$ cat config.mk
export PLATFORM = sky130hd
export DESIGN_NAME = board_eval
export DESIGN_NICKNAME = d
export VERILOG_FILES = /design/src/rtl/board_eval.sv
export SDC_FILE = /design/constraint.sdc
export NUM_CORES = 1
export LEC_CHECK = 0
export ABC_AREA = 1
export CORE_UTILIZATION = 52
export CTS_CLUSTER_DIAMETER = 50
export DETAILED_ROUTE_END_ITERATION = 8
export DONT_BUFFER_PORTS = 1
export PLACE_DENSITY = 0.72
export SYNTH_ARGS = -nofsm -noshare
export SYNTH_HDL_FRONTEND = slang
export SYNTH_SLANG_ARGS = --single-unit
$ cat constraint.sdc
create_clock -name clk -period 5.15 [get_ports clk]
set_input_delay 1.03 -clock clk [delete_from_list [all_inputs] [get_ports clk]]
set_output_delay 1.03 -clock clk [all_outputs]
set_load 0.01 [all_outputs]
$ cat src/rtl/board_eval.sv
// Material evaluator: walks N 64-square boards in SDRAM, writes one signed score per board
// and tracks the best (max) score and its board index for the CPU.
module board_eval #(
    parameter int VAL_P = 100,
    parameter int VAL_N = 320,
    parameter int VAL_B = 330,
    parameter int VAL_R = 500,
    parameter int VAL_Q = 900,
    parameter int VAL_K = 20000
) (
    input  logic        clk,
    input  logic        rst_n,
    output logic        slave_waitrequest,
    input  logic [3:0]  slave_address,
    input  logic        slave_read,
    output logic [31:0] slave_readdata,
    input  logic        slave_write,
    input  logic [31:0] slave_writedata,
    input  logic        master_waitrequest,
    output logic [31:0] master_address,
    output logic        master_read,
    input  logic [31:0] master_readdata,
    input  logic        master_readdatavalid,
    output logic        master_write,
    output logic [31:0] master_writedata
);
    typedef enum logic [3:0] {
        S_IDLE, S_LOAD, S_ACK, S_CHECK, S_RD_SQ, S_ACC, S_WR_SCORE, S_NEXT, S_DONE
    } state_t;

    state_t      state_q;
    logic [31:0] src_base_q;
    logic [31:0] dst_base_q;
    logic [31:0] acc_q;
    logic [31:0] best_score_q;
    logic [7:0]  num_boards_q;
    logic [7:0]  best_idx_q;
    logic [7:0]  board_q;
    logic [7:0]  code_q;
    logic [5:0]  sq_q;
    logic        err_q;

    logic [7:0]  mag;
    logic [31:0] val;
    logic        bad_code;
    logic [31:0] acc_d;

    // -128 negates to 128, so it lands in the invalid-code branch like any |code| > 6.
    always_comb begin
        mag      = code_q[7] ? (~code_q + 8'd1) : code_q;
        val      = 32'd0;
        bad_code = 1'b0;
        case (mag)
            8'd0:    val = 32'd0;
            8'd1:    val = 32'(VAL_P);
            8'd2:    val = 32'(VAL_N);
            8'd3:    val = 32'(VAL_B);
            8'd4:    val = 32'(VAL_R);
            8'd5:    val = 32'(VAL_Q);
            8'd6:    val = 32'(VAL_K);
            default: bad_code = 1'b1;
        endcase
        acc_d = code_q[7] ? (acc_q - val) : (acc_q + val);
    end

    assign slave_waitrequest = !(state_q == S_IDLE || state_q == S_ACK || state_q == S_DONE);
    assign master_read       = (state_q == S_RD_SQ);
    assign master_write      = (state_q == S_WR_SCORE);
    assign master_writedata  = master_write ? acc_q : 32'hFFFF_FFFF;

    always_comb begin
        master_address = 32'hFFFF_FFFF;
        if (state_q == S_RD_SQ)
            master_address = src_base_q + {18'd0, board_q, sq_q};
        else if (state_q == S_WR_SCORE)
            master_address = dst_base_q + {24'd0, board_q};
    end

    always_comb begin
        slave_readdata = 32'd0;
        if (!slave_waitrequest) begin
            case (slave_address)
                4'd0:    slave_readdata = {30'd0, err_q, state_q == S_DONE};
                4'd1:    slave_readdata = src_base_q;
                4'd2:    slave_readdata = dst_base_q;
                4'd3:    slave_readdata = {24'd0, num_boards_q};
                4'd4:    slave_readdata = best_score_q;
                4'd5:    slave_readdata = {24'd0, best_idx_q};
                default: slave_readdata = 32'd0;
            endcase
        end
    end

    always_ff @(posedge clk) begin
        if (!rst_n) begin
            state_q      <= S_IDLE;
            src_base_q   <= 32'hFFFF_FFFF;
            dst_base_q   <= 32'hFFFF_FFFF;
            num_boards_q <= 8'd0;
            best_score_q <= 32'h8000_0000;
            best_idx_q   <= 8'hFF;
            err_q        <= 1'b0;
            acc_q        <= 32'd0;
            board_q      <= 8'd0;
            sq_q         <= 6'd0;
            code_q       <= 8'd0;
        end else begin
            case (state_q)
                S_IDLE: begin
                    if (slave_write) begin
                        case (slave_address)
                            4'd0: state_q <= S_ACK;
                            4'd1: begin src_base_q   <= slave_writedata;      state_q <= S_LOAD; end
                            4'd2: begin dst_base_q   <= slave_writedata;      state_q <= S_LOAD; end
                            4'd3: begin num_boards_q <= slave_writedata[7:0]; state_q <= S_LOAD; end
                            default: ;
                        endcase
                    end
                end
                S_LOAD: state_q <= S_IDLE;
                S_ACK: begin
                    board_q      <= 8'd0;
                    sq_q         <= 6'd0;
                    acc_q        <= 32'd0;
                    err_q        <= 1'b0;
                    best_score_q <= 32'h8000_0000;
                    best_idx_q   <= 8'hFF;
                    state_q      <= S_CHECK;
                end
                S_CHECK: state_q <= (board_q == num_boards_q) ? S_DONE : S_RD_SQ;
                S_RD_SQ: begin
                    if (master_readdatavalid) begin
                        code_q  <= master_readdata[7:0];
                        state_q <= S_ACC;
                    end
                end
                S_ACC: begin
                    acc_q <= acc_d;
                    if (bad_code)
                        err_q <= 1'b1;
                    if (sq_q == 6'd63) begin
                        state_q <= S_WR_SCORE;
                    end else begin
                        sq_q    <= sq_q + 6'd1;
                        state_q <= S_RD_SQ;
                    end
                end
                S_WR_SCORE: begin
                    if (!master_waitrequest) begin
                        // Strict compare: on ties the earlier board keeps the best slot.
                        if ($signed(acc_q) > $signed(best_score_q)) begin
                            best_score_q <= acc_q;
                            best_idx_q   <= board_q;
                        end
                        state_q <= S_NEXT;
                    end
                end
                S_NEXT: begin
                    board_q <= board_q + 8'd1;
                    sq_q    <= 6'd0;
                    acc_q   <= 32'd0;
                    state_q <= S_CHECK;
                end
                S_DONE: begin
                    if (slave_read && slave_address == 4'd0)
                        state_q <= S_IDLE;
                end
                default: state_q <= S_IDLE;
            endcase
        end
    end
endmodule

* Word-level counts from Yosys, hierarchy flattened
Index checks and enable logic that the tools add are counted.
** Cells by class
- Mux-type cells :: 28
- Bitwise operators :: 1
- Equality and inequality tests :: 28
- $lt $le $gt $ge :: 1
- Reductions and logical operators :: 22
- Add/sub/neg operators :: 7
** Operators by type and width (number)
- $mux W32 :: 7
- $pmux W32 S6 :: 1
- $pmux W32 S2 :: 2
- $pmux W15 S6 :: 1
- $add A32 B14 Y32 :: 1
- $add A32 B32 Y32 :: 1
- $add A32 B8 Y32 :: 1
- $gt A32 B32 Y1 :: 1
- $pmux W8 S2 :: 2
- $sub A32 B32 Y32 :: 1
- $pmux W4 S7 :: 1
- $eq A4 B3 Y1 const B :: 6
- $eq A8 B3 Y1 const B :: 3
- $mux W8 :: 3
- $mux W4 :: 5
- $add A8 B1 Y8 const B :: 2
- $eq A4 B2 Y1 const B :: 4
- $eq A8 B2 Y1 const B :: 2
- $pmux W6 S2 :: 1
- $reduce_and A3 Y1 :: 4
- $eq A8 B1 Y1 const B :: 1
- $eq A8 B8 Y1 :: 1
- $logic_not A4 Y1 :: 2
- $logic_not A8 Y1 :: 1
- other kinds (22) :: 33
** Word-level totals
- Output and inout port bits :: 99
- Bits of input ports :: 74
- Register bits after elaboration :: 171
- Word-level logic and storage cells :: 98

* Depth between registers and ports, before layout
- Depth in word-level cells :: 8
- Depth in mapped cells :: 33
- Depth with buffers taken out :: 32

* Worst setup path after synthesis
OpenSTA, ideal clock, no wires.
- Path kind :: register to register
- Start point :: register code_q[0]
- End point :: register acc_q[25]
- Library setup time :: 0.132 ns
- Clock period less this slack :: 3.837 ns
- Stages on the path, launching flop included :: 29
- Path buffers :: 1
- Required time :: 5.018 ns
- Path slack :: 1.313 ns
- Arrival :: 3.704 ns
- Cell sequence :: dfxtp_1 -> inv_2 -> ha_1 -> inv_1 -> nand3_1 -> nand2_1 -> nand2_1 -> nand2_1 -> nand3_1 -> nor2_1 -> nand2_1 -> nand2_1 -> inv_1 -> ha_1 -> nand4_2 -> buf_2 -> inv_1 -> ha_1 -> o21ai_0 -> ha_1 -> a21oi_1 -> o21ai_0 -> a21oi_1 -> nand3_1 -> nand2_1 -> nand2_1 -> or2_2 -> nand3_1 -> a21oi_1
** Between the ends
- Longest elaborated chain between the ends :: 8
- Elaborated cells between the ends (all ways) :: 14
- Those cells by class :: 3 x add/sub; 6 x eq/ne; 4 x mux; 1 x bitwise
** Ends and longest elaborated chain
- from (decl) :: RTL line 39 : logic [7:0] code_q;
- from (signal assigned) :: RTL line 133 : code_q <= master_readdata[7:0];
- $not A8 Y8 :: RTL line 50 : mag = code_q[7] ? (~code_q + 8'd1) : code_q;
- $add A8 B1 Y8 :: RTL line 50
- $mux W8 (*) :: RTL line 50
- $eq A8 B3 Y1, or another cell as far along :: RTL line 53 : case (mag)
- $pmux W15 S6 (*) :: RTL line 53
- $add A32 B32 Y32 or $sub A32 B32 Y32 (tied branches) :: RTL line 63 : acc_d = code_q[7] ? (acc_q - val) : (acc_q + val);
- $mux W32 (*) :: RTL line 63
- $pmux W32 S2 (*) :: RTL line 108 : case (state_q)
- to (signal assigned) :: RTL line 103 : acc_q <= 32'd0;
- to (signal assigned) :: RTL line 124 : acc_q <= 32'd0;
- to (signal assigned) :: RTL line 138 : acc_q <= acc_d;
- to (decl) :: RTL line 34 : logic [31:0] acc_q;
Mark *: on every way between the ends. The rest lies on a longest branch, timed or not.
A chain may end at the register's enable or synchronous reset.

* Worst setup path after layout
Ends and elaborated chain as after synthesis.

==> results.md <==
* Sort of element at the end of the critical path: register
* Via density per instance at 5.75
* Total routing resource utilization after global routing at a little under a third
* Post-synthesis cell type with the largest combined area: sky130_fd_sc_hd__dfxtp_1
* Top-level port count at ~170
* Resize count post-CTS at 0
* Data required time of the critical path at 5.46 ns
* Hold-fix buffers, CTS at 0
* Clock Path Buffers at 2
* PnR Total Power at 3.01 mW
* Number of DRC markers after the initial detailed-route iteration at between 1k and 1.5k
* Inserted Diodes at 0
* Setup-violating endpoint count in the final report at 0
* Count of non-filler cells in the finished layout at 2371
* Avg Cell Area, Syn at roughly 6.3 sq um
* Upper clock frequency limit at ~0.23 GHz
* Number of synthesis warnings at 0
* Die Span X at 161 um
* Die outline height at 161 um
* Detailed-router iteration count before antenna repair at 7
* Post-route clock skew at ~0.012 ns
* Layout cells sized above 1 at 7.77%
* Post-CTS repair timing setup buffer count at 0
* Antenna violations before repair at 0
* Clock net sink count at 169
* Initial standard-cell utilization of the core at between 50 and 60%
* Commonest non-fill, non-tap cell in the layout: sky130_fd_sc_hd__nand2_1
* Final HPWL from detailed placement at between 30 and 40 mm
* Sequential-to-total area share from yosys stat at about a quarter
* Final slew viol count at 0
* IR Drop Worst-Case VDD at between 0.0002 and 0.00025 V
* Arrival time of the worst setup path at 4.66 ns
* Fill cell total of the finished layout at 2502
* Static leakage at 6.75 nW
* Synthesized flop and latch total at around 170
* Layout Area Growth over Synthesis at 5.54%
* Highest fanout seen on the critical path at 8
* Share of the cycle needed by the critical path after routing at a little over four fifths
* Insertion delay to the later sink of the worst-skew pair at 0.44 ns
* Async S/R FF share, synth at 0%
* Number of buffers added by the clock tree synthesis step at 17
* Final hold violation count at 0
* Synth top area share at between 20 and 30%
* DR vias at ~14k
* Most frequent cells in the layout: sky130_fd_sc_hd__nand2_1 (532), sky130_fd_sc_hd__inv_1 (218), sky130_fd_sc_hd__a21oi_1 (210)
* Placer's final routability congestion estimate at between 0.9 and 1
* Final worst setup slack at ~0.80 ns
* Hold_ws at ~0.46 ns
* Most frequently used flop master after synthesis: sky130_fd_sc_hd__dfxtp_1
* Via count of the first global-routing pass at 12.7k
* Count of buffers inserted at the top-level ports at 0
* Number of levels in the clock H-tree at 4
* CTS tree: yes
* Number of nets in the synthesized netlist at around 2.2k
* DRT Wirelength at approximately 41 mm
* Remaining global-route overflow at 0
* Remaining antenna violation count at 0
* Slew @ Worst Pin at roughly 0.90 ns
* Slew margin rel. at roughly two fifths
* Root buffer cell: sky130_fd_sc_hd__clkbuf_16
* Cells after DPL at 2339
* Clock slew at the register clock pins of the worst setup and hold paths at roughly 0.07 ns
* Minimum clock period after layout at 4.35 ns
* Wire length of the first global-routing pass at approximately 66 mm
* Count of nets after finishing at ~2.2k
* Fin Setup TNS at 0 ns
* Routed wirelength normalized by instance count at 17.3 um
* Synthesized cell area at approximately 13000 sq um
* Number of distinct library cell variants in the gate-level netlist after synthesis at between 50 and 60
* Post-synthesis instance total at between 2k and 2.5k
* Classification of the worst setup path: register to register
* Total power per unit cell area at 218 nW/um^2
* Result of the run: finished clean
* Full die area at about 26000 sq um
* RSZ-0062 raised after global routing: no
* # rows at 57
* Area of the core region at approximately 25000 sq um
* Path category of the worst min-delay check: register to register
* Launch point of the worst path: code_q[0]
* Largest net degree at the start of global routing at slightly above 100
* Critical R2R Launch: code_q[0]
* Worst setup slack before clock tree synthesis at between 0.8 and 0.9 ns
* Start point of the worst min-delay path: best_idx_q[0]
* Leading cell types by total area after synthesis: sky130_fd_sc_hd__dfxtp_1 (26%), sky130_fd_sc_hd__nand2_1 (15%), sky130_fd_sc_hd__ha_1 (8.8%), sky130_fd_sc_hd__a21oi_1 (8.0%), sky130_fd_sc_hd__nand3_1 (7.0%)
* Count of flip-flops with a built-in enable after synthesis at 0
* Max Cap Violations at 0
* Kind of start point of the critical path: register
* Remaining design rule violation count at 0
-- critical path: stages, from the launching register on --
cell and delay [ns]:
sky130_fd_sc_hd__dfxtp_1 0.34, sky130_fd_sc_hd__inv_2 0.08, sky130_fd_sc_hd__ha_1 0.21, sky130_fd_sc_hd__inv_1 0.07
sky130_fd_sc_hd__nand3_1 0.07, sky130_fd_sc_hd__nand2_1 0.06, sky130_fd_sc_hd__nand2_1 0.04, sky130_fd_sc_hd__nand2_1 0.18
sky130_fd_sc_hd__nand3_1 0.15, sky130_fd_sc_hd__nor2_1 0.11, sky130_fd_sc_hd__nand2_1 0.08, sky130_fd_sc_hd__nand2_1 0.09
sky130_fd_sc_hd__inv_1 0.06, sky130_fd_sc_hd__ha_1 0.23, sky130_fd_sc_hd__nand4_2 0.19, sky130_fd_sc_hd__inv_1 0.07
sky130_fd_sc_hd__ha_1 0.26, sky130_fd_sc_hd__o21ai_0 0.22, sky130_fd_sc_hd__ha_1 0.34, sky130_fd_sc_hd__a21oi_1 0.23
sky130_fd_sc_hd__o21ai_0 0.13, sky130_fd_sc_hd__a21oi_1 0.22, sky130_fd_sc_hd__nand3_1 0.22, sky130_fd_sc_hd__nand2_1 0.11
sky130_fd_sc_hd__nand2_1 0.06, sky130_fd_sc_hd__or2_2 0.27, sky130_fd_sc_hd__nand3_1 0.07, sky130_fd_sc_hd__a21oi_1 0.06
-- cell usage after synthesis (3+ instances only) --
library cell               count
sky130_fd_sc_hd__nand2_1     533
sky130_fd_sc_hd__buf_2        17
sky130_fd_sc_hd__xor2_1       21
sky130_fd_sc_hd__o22ai_1      10
sky130_fd_sc_hd__a221oi_1      8
sky130_fd_sc_hd__a21o_1       10
sky130_fd_sc_hd__o21ai_0     132
sky130_fd_sc_hd__nor4_1        7
sky130_fd_sc_hd__dfxtp_1     169
sky130_fd_sc_hd__clkbuf_1     43
sky130_fd_sc_hd__xnor2_1      12
sky130_fd_sc_hd__a21oi_1     210
sky130_fd_sc_hd__nand3_2       3
sky130_fd_sc_hd__o21bai_1      3
sky130_fd_sc_hd__nor3_1       25
sky130_fd_sc_hd__inv_1       218
sky130_fd_sc_hd__clkinv_1      4
sky130_fd_sc_hd__ha_1         92
sky130_fd_sc_hd__nand3_1     183
sky130_fd_sc_hd__o21ai_1       4
sky130_fd_sc_hd__buf_4         9
sky130_fd_sc_hd__inv_2        13
sky130_fd_sc_hd__a211oi_1      4
sky130_fd_sc_hd__nand4_1      19
sky130_fd_sc_hd__nand3b_1      5
sky130_fd_sc_hd__o21a_1        7
sky130_fd_sc_hd__o21ai_2       3
sky130_fd_sc_hd__buf_1         6
sky130_fd_sc_hd__a31oi_1      10
sky130_fd_sc_hd__nand2_2       7
sky130_fd_sc_hd__nor2_1      164
sky130_fd_sc_hd__nand4_2       3
sky130_fd_sc_hd__nor2_2       10
sky130_fd_sc_hd__nor2_4        6
sky130_fd_sc_hd__and3_1        3
sky130_fd_sc_hd__o221ai_1     15
sky130_fd_sc_hd__o211ai_1      7
sky130_fd_sc_hd__or2_2        53
-- layout make-up --
| class | count | area, sq um | area share [%] |
|---|---|---|---|
| clock buffer | 19 | 443 | 3.20 |
| clock inverter | 13 | 109 | 0.788 |
| inverter | 236 | 888 | 6.43 |
| multi-input combinational | 1594 | 8470 | 61.3 |
| sequential | 169 | 3380 | 24.5 |
| tap | 324 | 405 | 2.93 |
| timing repair buffer | 16 | 120 | 0.869 |
-- metrics by stage --
| step | util (%) | area (sq um) |
|---|---|---|
| finish | 56.3 | 13800 |
| global route | 56.3 | 13800 |
| CTS | 56.3 | 13800 |
| detailed placement | 54.1 | 13300 |
| global placement | 54.1 | 13300 |
| floorplan | - | 13100 |
-- path summary, 6_finish.rpt --
| path | end | slack [ns] | depth (start not counted) |
|---|---|---|---|
| setup / recovery | acc_q[25] | 0.80 | 27 |
| hold / removal | best_idx_q[0] | 0.46 | 2 |
| setup reg to reg | acc_q[25] | 0.80 | 27 |
| hold reg to reg | best_idx_q[0] | 0.46 | 2 |
-- cells by family after synthesis --
family          share of synthesized area, %
simple gates                            34.7
compound gates                          18.7
buf+inv                                 9.53
flops                                   25.8
fa+ha+maj                               9.10
xor+xnor                                2.21
-- sequential cells by signal (all words and copies together) (netlist names) --
| name | cells |
|---|---|
| best_score_q | 31 |
| src_base_q | 32 |
| state_q | 4 |
| best_idx_q | 8 |
| acc_q | 31 |
| err_q | 1 |
| code_q | 8 |
| board_q | 8 |
| num_boards_q | 8 |
| dst_base_q | 32 |
| sq_q | 6 |
-- power breakdown --
part	switching, mW	leakage, nW	total (mW)	internal, mW
clock network	0.593	0.252	1.23	0.641
logic	0.278	5.12	0.406	0.128
registers	0.0288	1.37	1.37	1.35
-- layer usage --
metal | vias to the layer above | part of all wire (%) | wire (um) | track usage (%)
li1 | 6804 | - | - | -
met1 | 6209 | 44 | 18200 | 43.7
met2 | 547 | 45 | 18200 | 50.9
met3 | 76 | 8.2 | 3350 | 4.34
met4 | 0 | 2.8 | 1160 | 11.2
met5 | - | 0 | 0 | 0
Note: power is estimated with default switching activity, not from simulation.
